**src/rtl/muldiv_seq.sv**
```systemverilog
// ---------------------------------------------------------------------------
// muldiv_seq -- iterative unsigned multiply / divide unit (MUL, MULHU, DIVU,
// REMU) for the execute stage. One shared add/sub datapath (`adder`) is
// sequenced over ITERS iterations, one per clock.
//
// Handshake: start is sampled only in IDLE. busy is high while an operation
// is in flight (RUN and DONE); done is a one-cycle pulse during which result
// is valid. result is held until the next accepted start. There is no
// back-pressure: the core stalls on busy and captures result on done.
//
// Ports (module muldiv_seq):
//   clk     in   1     core clock, rising edge
//   rst     in   1     asynchronous active-high reset
//   start   in   1     operation request (IDLE only)
//   op      in   2     00 MUL, 01 MULHU, 10 DIVU, 11 REMU
//   a       in   XLEN  multiplicand / dividend
//   b       in   XLEN  multiplier / divisor
//   busy    out  1     operation in flight
//   done    out  1     result-valid pulse
//   result  out  XLEN  selected result
//
// Ports (module adder): a, b, sub, o -- o = a + b (sub=0) or a - b (sub=1).
// ---------------------------------------------------------------------------

module adder #(
  parameter int W = 32
) (
  input  logic [W-1:0] a,
  input  logic [W-1:0] b,
  input  logic         sub,
  output logic [W-1:0] o
);
  // Two's-complement subtract: invert b and inject a carry-in of 1.
  assign o = a + (b ^ {W{sub}}) + {{(W-1){1'b0}}, sub};
endmodule

module muldiv_seq #(
  parameter int XLEN  = 32,
  parameter int ITERS = 32
) (
  input  logic            clk,
  input  logic            rst,
  input  logic            start,
  input  logic [1:0]      op,
  input  logic [XLEN-1:0] a,
  input  logic [XLEN-1:0] b,
  output logic            busy,
  output logic            done,
  output logic [XLEN-1:0] result
);

  localparam int            CW   = $clog2(ITERS);
  localparam logic [CW-1:0] LAST = CW'(ITERS - 1);

  typedef enum logic [1:0] {
    S_IDLE = 2'd0,
    S_RUN  = 2'd1,
    S_DONE = 2'd2
  } state_t;

  state_t          r_state;
  logic [CW-1:0]   r_count;
  logic [XLEN-1:0] r_hi;     // product high word / partial remainder
  logic [XLEN-1:0] r_lo;     // multiplier then product low word / dividend then quotient
  logic [XLEN-1:0] r_d;      // multiplicand / divisor
  logic [1:0]      r_op_q;

  logic            w_is_div;
  logic [XLEN-1:0] w_rem_sh;
  logic            w_msb;
  logic [XLEN-1:0] w_add_a;
  logic [XLEN-1:0] w_add_o;
  logic            w_add_sub;
  logic [XLEN-1:0] w_y;
  logic            w_cout;
  logic [XLEN-1:0] w_hi_nxt;
  logic [XLEN-1:0] w_lo_nxt;
  logic [XLEN-1:0] w_res_nxt;

  assign w_is_div  = r_op_q[1];
  // Restoring divide works on the remainder shifted left by one with the next
  // dividend bit brought in; the bit shifted out of hi is kept as w_msb.
  assign w_rem_sh  = {r_hi[XLEN-2:0], r_lo[XLEN-1]};
  assign w_msb     = r_hi[XLEN-1];
  assign w_add_a   = w_is_div ? w_rem_sh : r_hi;
  assign w_add_sub = w_is_div;

  adder #(.W(XLEN)) u_adder (
    .a   (w_add_a),
    .b   (r_d),
    .sub (w_add_sub),
    .o   (w_add_o)
  );

  // Carry out of the top bit, recovered from the operand and sum MSBs. For a
  // subtract it is the "no borrow" flag, i.e. w_add_a >= r_d.
  assign w_y    = r_d ^ {XLEN{w_add_sub}};
  assign w_cout = (w_add_a[XLEN-1] & w_y[XLEN-1]) |
                  ((w_add_a[XLEN-1] | w_y[XLEN-1]) & ~w_add_o[XLEN-1]);

  always_comb begin
    w_hi_nxt = r_hi;
    w_lo_nxt = r_lo;
    if (w_is_div) begin
      // A set w_msb means the shifted remainder exceeds 2^XLEN > divisor, so
      // the subtract always succeeds and its wrapped result is exact.
      if (w_msb | w_cout) begin
        w_hi_nxt = w_add_o;
        w_lo_nxt = {r_lo[XLEN-2:0], 1'b1};
      end else begin
        w_hi_nxt = w_rem_sh;
        w_lo_nxt = {r_lo[XLEN-2:0], 1'b0};
      end
    end else begin
      // Shift-add, LSB first: the sum's carry becomes the new hi MSB.
      if (r_lo[0]) begin
        w_hi_nxt = {w_cout, w_add_o[XLEN-1:1]};
        w_lo_nxt = {w_add_o[0], r_lo[XLEN-1:1]};
      end else begin
        w_hi_nxt = {1'b0, r_hi[XLEN-1:1]};
        w_lo_nxt = {r_hi[0], r_lo[XLEN-1:1]};
      end
    end
  end

  // MULHU/REMU take hi, MUL/DIVU take lo. Selected from the final-iteration
  // next values so result is registered on the same edge that enters DONE.
  assign w_res_nxt = r_op_q[0] ? w_hi_nxt : w_lo_nxt;

  always_ff @(posedge clk or posedge rst) begin
    if (rst) begin
      r_state <= S_IDLE;
      r_count <= '0;
      r_hi    <= '0;
      r_lo    <= '0;
      r_d     <= '0;
      r_op_q  <= 2'b00;
      busy    <= 1'b0;
      done    <= 1'b0;
      result  <= '0;
    end else begin
      case (r_state)
        S_IDLE: begin
          done <= 1'b0;
          if (start) begin
            r_op_q  <= op;
            r_count <= '0;
            r_hi    <= '0;
            if (op[1]) begin
              r_d  <= b;
              r_lo <= a;
            end else begin
              r_d  <= a;
              r_lo <= b;
            end
            busy    <= 1'b1;
            r_state <= S_RUN;
          end
        end
        S_RUN: begin
          r_hi    <= w_hi_nxt;
          r_lo    <= w_lo_nxt;
          r_count <= r_count + CW'(1);
          if (r_count == LAST) begin
            done    <= 1'b1;
            result  <= w_res_nxt;
            r_state <= S_DONE;
          end
        end
        S_DONE: begin
          done    <= 1'b0;
          busy    <= 1'b0;
          r_state <= S_IDLE;
        end
        default: begin
          busy    <= 1'b0;
          done    <= 1'b0;
          r_state <= S_IDLE;
        end
      endcase
    end
  end

endmodule

```
**config.mk**
```make
export PLATFORM = sky130hd
export DESIGN_NAME = muldiv_seq
export DESIGN_NICKNAME = d
export VERILOG_FILES = /design/src/rtl/muldiv_seq.sv
export SDC_FILE = /design/constraint.sdc
export NUM_CORES = 1
export LEC_CHECK = 0
export ABC_CLOCK_PERIOD_IN_PS = 8200
export CAP_MARGIN = 20
export CORE_MARGIN = 1
export CORE_UTILIZATION = 49
export DETAILED_ROUTE_END_ITERATION = 6
export GPL_TIMING_DRIVEN = 0
export PLACE_DENSITY_LB_ADDON = 0.05
export RECOVER_POWER = 100
export REMOVE_ABC_BUFFERS = 1
export SLEW_MARGIN = 20
export SYNTH_ARGS = -nofsm -noshare
export SYNTH_HDL_FRONTEND = slang
export SYNTH_SLANG_ARGS = --single-unit
```
**constraint.sdc**
```tcl
create_clock -name clk -period 8.2 [get_ports clk]
set_input_delay 2.46 -clock clk [delete_from_list [all_inputs] [get_ports clk]]
set_output_delay 2.46 -clock clk [all_outputs]
set_load 0.03 [all_outputs]
```
==> flow_metrics.py <==
metrics = {
    "status": {
        "outcome": "finished with violations",
        "violations": "capacitance limit, slew limit",
    },
    "sta": {
        "fin_crit_sh_pct": 82.0,
        "skew_ps": 10.1,
        "rsz0062_at_grt": "no",
        "setup_viol": 0,
        "tns_ps": 0,
        "hold_viol": 0,
        "tightest_slew_ps": 2830,
        "slew_viol_final": 230,
        "post-route-min-period_ps": 6720,
        "slew-limit-headroom_pct": -89.9,
        "fmax_ghz": 0.149,
    },
    "clocking": {
        "insertion_delay_ps": 430,
        "root_buffer": "clkbuf_16",
        "cts.sinks": 139,
        "clk_pin_slew_worst_paths_ps": 60,
        "htree_levels": 4,
        "cts_hold_buf": 0,
        "cts_buffers": 17,
        "cts_resized": 0,
        "cts_tree": "done",
        "postCtsSetupBuffers": 0,
        "cts_buffer_depth": 2,
    },
    "worst_setup_path": {
        "crit_type": "flop to flop",
        "arrival_ps": 6970,
        "cp.required_ps": 8450,
        "crit_chain": "buf_16 -> mux2_2 -> ha_1 -> a21o_1 -> a21oi_1 -> o311a_1 -> nor4_1 -> a21boi_4 -> o2111ai_1 -> nand2_1 -> a21o_1 -> a21oi_1 -> fa_1 -> nand2_1 -> nand2_1 -> o32a_1 -> o2111ai_1 -> a31oi_1",
        "setup.worst_path.start_class": "flop",
        "r2r_cells": 18,
        "crit_slowest_cell": "nand2_1",
        "end_kind": "flop",
        "cp-startpoint": "r_op_q[1]$_DFFE_PP0P_",
        "cpMostUsedCell": "nand2_1",
        "cp_slowest_stage_delay_ps": 1010,
        "critPathMaxFanout": 52,
        "worstReg2RegStart": "r_op_q[1]$_DFFE_PP0P_",
    },
    "synth": {
        "synth_enable_flop_cells": 0,
        "async_flop_share_pct": 100,
        "netlist.area_leader.share_pct": 34.3,
        "seq_area_frac_synth_pct": 34.3,
        "syn-cell-area_um2": 10100,
        "synth-seq-cells": 139,
        "ys.flop_type": "dfrtp_1",
        "postSynthCellCount": 1157,
        "synthTopCellsByArea": "dfrtp_1 34%, mux2_2 10%, nand2_1 5.8%",
        "synth_area_per_cell_um2": 8.77,
        "synth_warnings": 0,
        "synth.largest_area_cell": "dfrtp_1",
        "synth.distinct_cells": 75,
    },
    "final_layout": {
        "fin_area_um2": 11900,
        "final_common_cell": "nand2_1",
        "stdcell_count": 1491,
        "antenna_cells": 0,
        "drive_gt1_share_pct": 12.3,
        "fin_nets": 1311,
        "fillers": 1835,
        "area_growth_pct": 17.5,
        "mostFrequentLayoutCells": "156 x nand2_1, 135 x dfrtp_1, 96 x o21ai_0, 93 x a21oi_1, 88 x mux2_2",
    },
    "grt": {
        "grt_max_degree": 77,
        "antenna_found_initial": 0,
        "overflow": 0,
        "grt_pass1_wl_um": 48800,
        "grt_pass1_vias": 8689,
        "grtUsageTotal_pct": 29.5,
    },
    "min_path": {
        "hold_class": "flop to flop",
        "hold_start": "busy$_DFFE_PP0P_",
        "hold_depth": 1,
    },
    "placement": {
        "dpl.cell_count": 1459,
        "place_hpwl_um": 21500,
        "placed_cell_area_um2": 11500,
        "gp_congestion": 0.922,
        "numPortBuffers": 102,
    },
    "routing": {
        "drtAntennaViolNets": 0,
        "drc": 0,
        "viasPerCell": 6.03,
        "drt-initial-drc-count": 697,
        "num_vias": 8995,
        "drt_pre_antenna_iters": 7,
        "wl_per_cell_um": 20.5,
        "drt_wl_total_um": 30600,
    },
    "floorplanning": {
        "initial_core_util_pct": 50.1,
        "rows": 52,
        "dieArea_um2": 21300,
        "die_w_um": 146,
        "core_um2": 20200,
        "io_pins": 103,
        "dieHeight_um": 146,
    },
    "flow_run": {
        "drv_cap": 5,
    },
}
cell type report:
type                       count  area [um^2]  share of cell area, %
clock buffer                  20          447                   3.75
clock inverter                12          136                   1.14
inverter                      15         57.6                  0.483
multi-input combinational    918         6270                   52.6
sequential                   139         3490                   29.2
tap                          270          338                   2.83
timing repair buffer         117         1190                   9.96
flip-flops by register name, indices dropped and copies added (netlist names):
signal   flops
result      32
r_state      2
done         1
r_op_q       2
r_d         32
r_count      5
r_lo        32
r_hi        32
busy         1
cell usage after synthesis, drive strengths merged (13+ instances only):
master / number
ha: 32
a21oi: 95
a211oi: 13
buf: 25
mux2i: 51
nor2: 78
dfrtp: 139
xor2: 38
a22oi: 31
a21o: 20
nor2b: 16
nand3: 17
o21ai: 99
inv: 15
xnor2: 18
mux2: 94
a22o: 20
a31oi: 18
nand2: 158
clkbuf: 60
routing by layer:
layer | global-route usage, % | up-vias | part of all wire (%)
li1 | - | 4335 | -
met1 | 44.0 | 4360 | 49
met2 | 43.9 | 264 | 44
met3 | 4.86 | 36 | 5.4
met4 | 8.26 | 0 | 1.7
met5 | 0 | - | 0
cells by family after synthesis:
group | Yosys count | share of synthesized area, %
xor gates and xnor gates | 56 | 4.84
buffers and inverters | 100 | 3.84
AOI/OAI and AO/OA | 365 | 23.5
muxes | 145 | 15.5
DFF | 139 | 34.3
and+or+nand+nor | 318 | 13.8
adders and majority gates | 34 | 4.34
critical path: cells and delay by family, from the launching register on:
kind            cells  cell delay (ps)
flops               1              780
compound gates     10             2140
simple gates        4             1980
fa+ha+maj           2              880
mux                 1              370
buf+inv             1              310
path summary, 6_finish.rpt:
path / endpoint / slack, ps
worst min register to register: busy$_DFFE_PP0P_ / 470
max in group asynchronous: r_state[1]$_DFFE_PP0P_ / 1970
worst min-delay path: busy$_DFFE_PP0P_ / 470
min in group asynchronous: result[5]$_DFFE_PP0P_ / 3270
worst max-delay path: result[23]$_DFFE_PP0P_ / 1480
worst max register to register: result[23]$_DFFE_PP0P_ / 1480
metrics by stage:
step                      utilization [%]  worst slack [ps]  hold slack (ps)
after CTS                            59.9              2250              488
after global placement               55.2             -2840              465
after global routing                 58.9              1100              491
final                                58.9              1480              473
after floorplan                         -               513              450
after detailed placement             57.0              2260              473
Power is not shown: default switching activity piles up to over one toggle a cycle in this logic, so the estimate is an artifact.
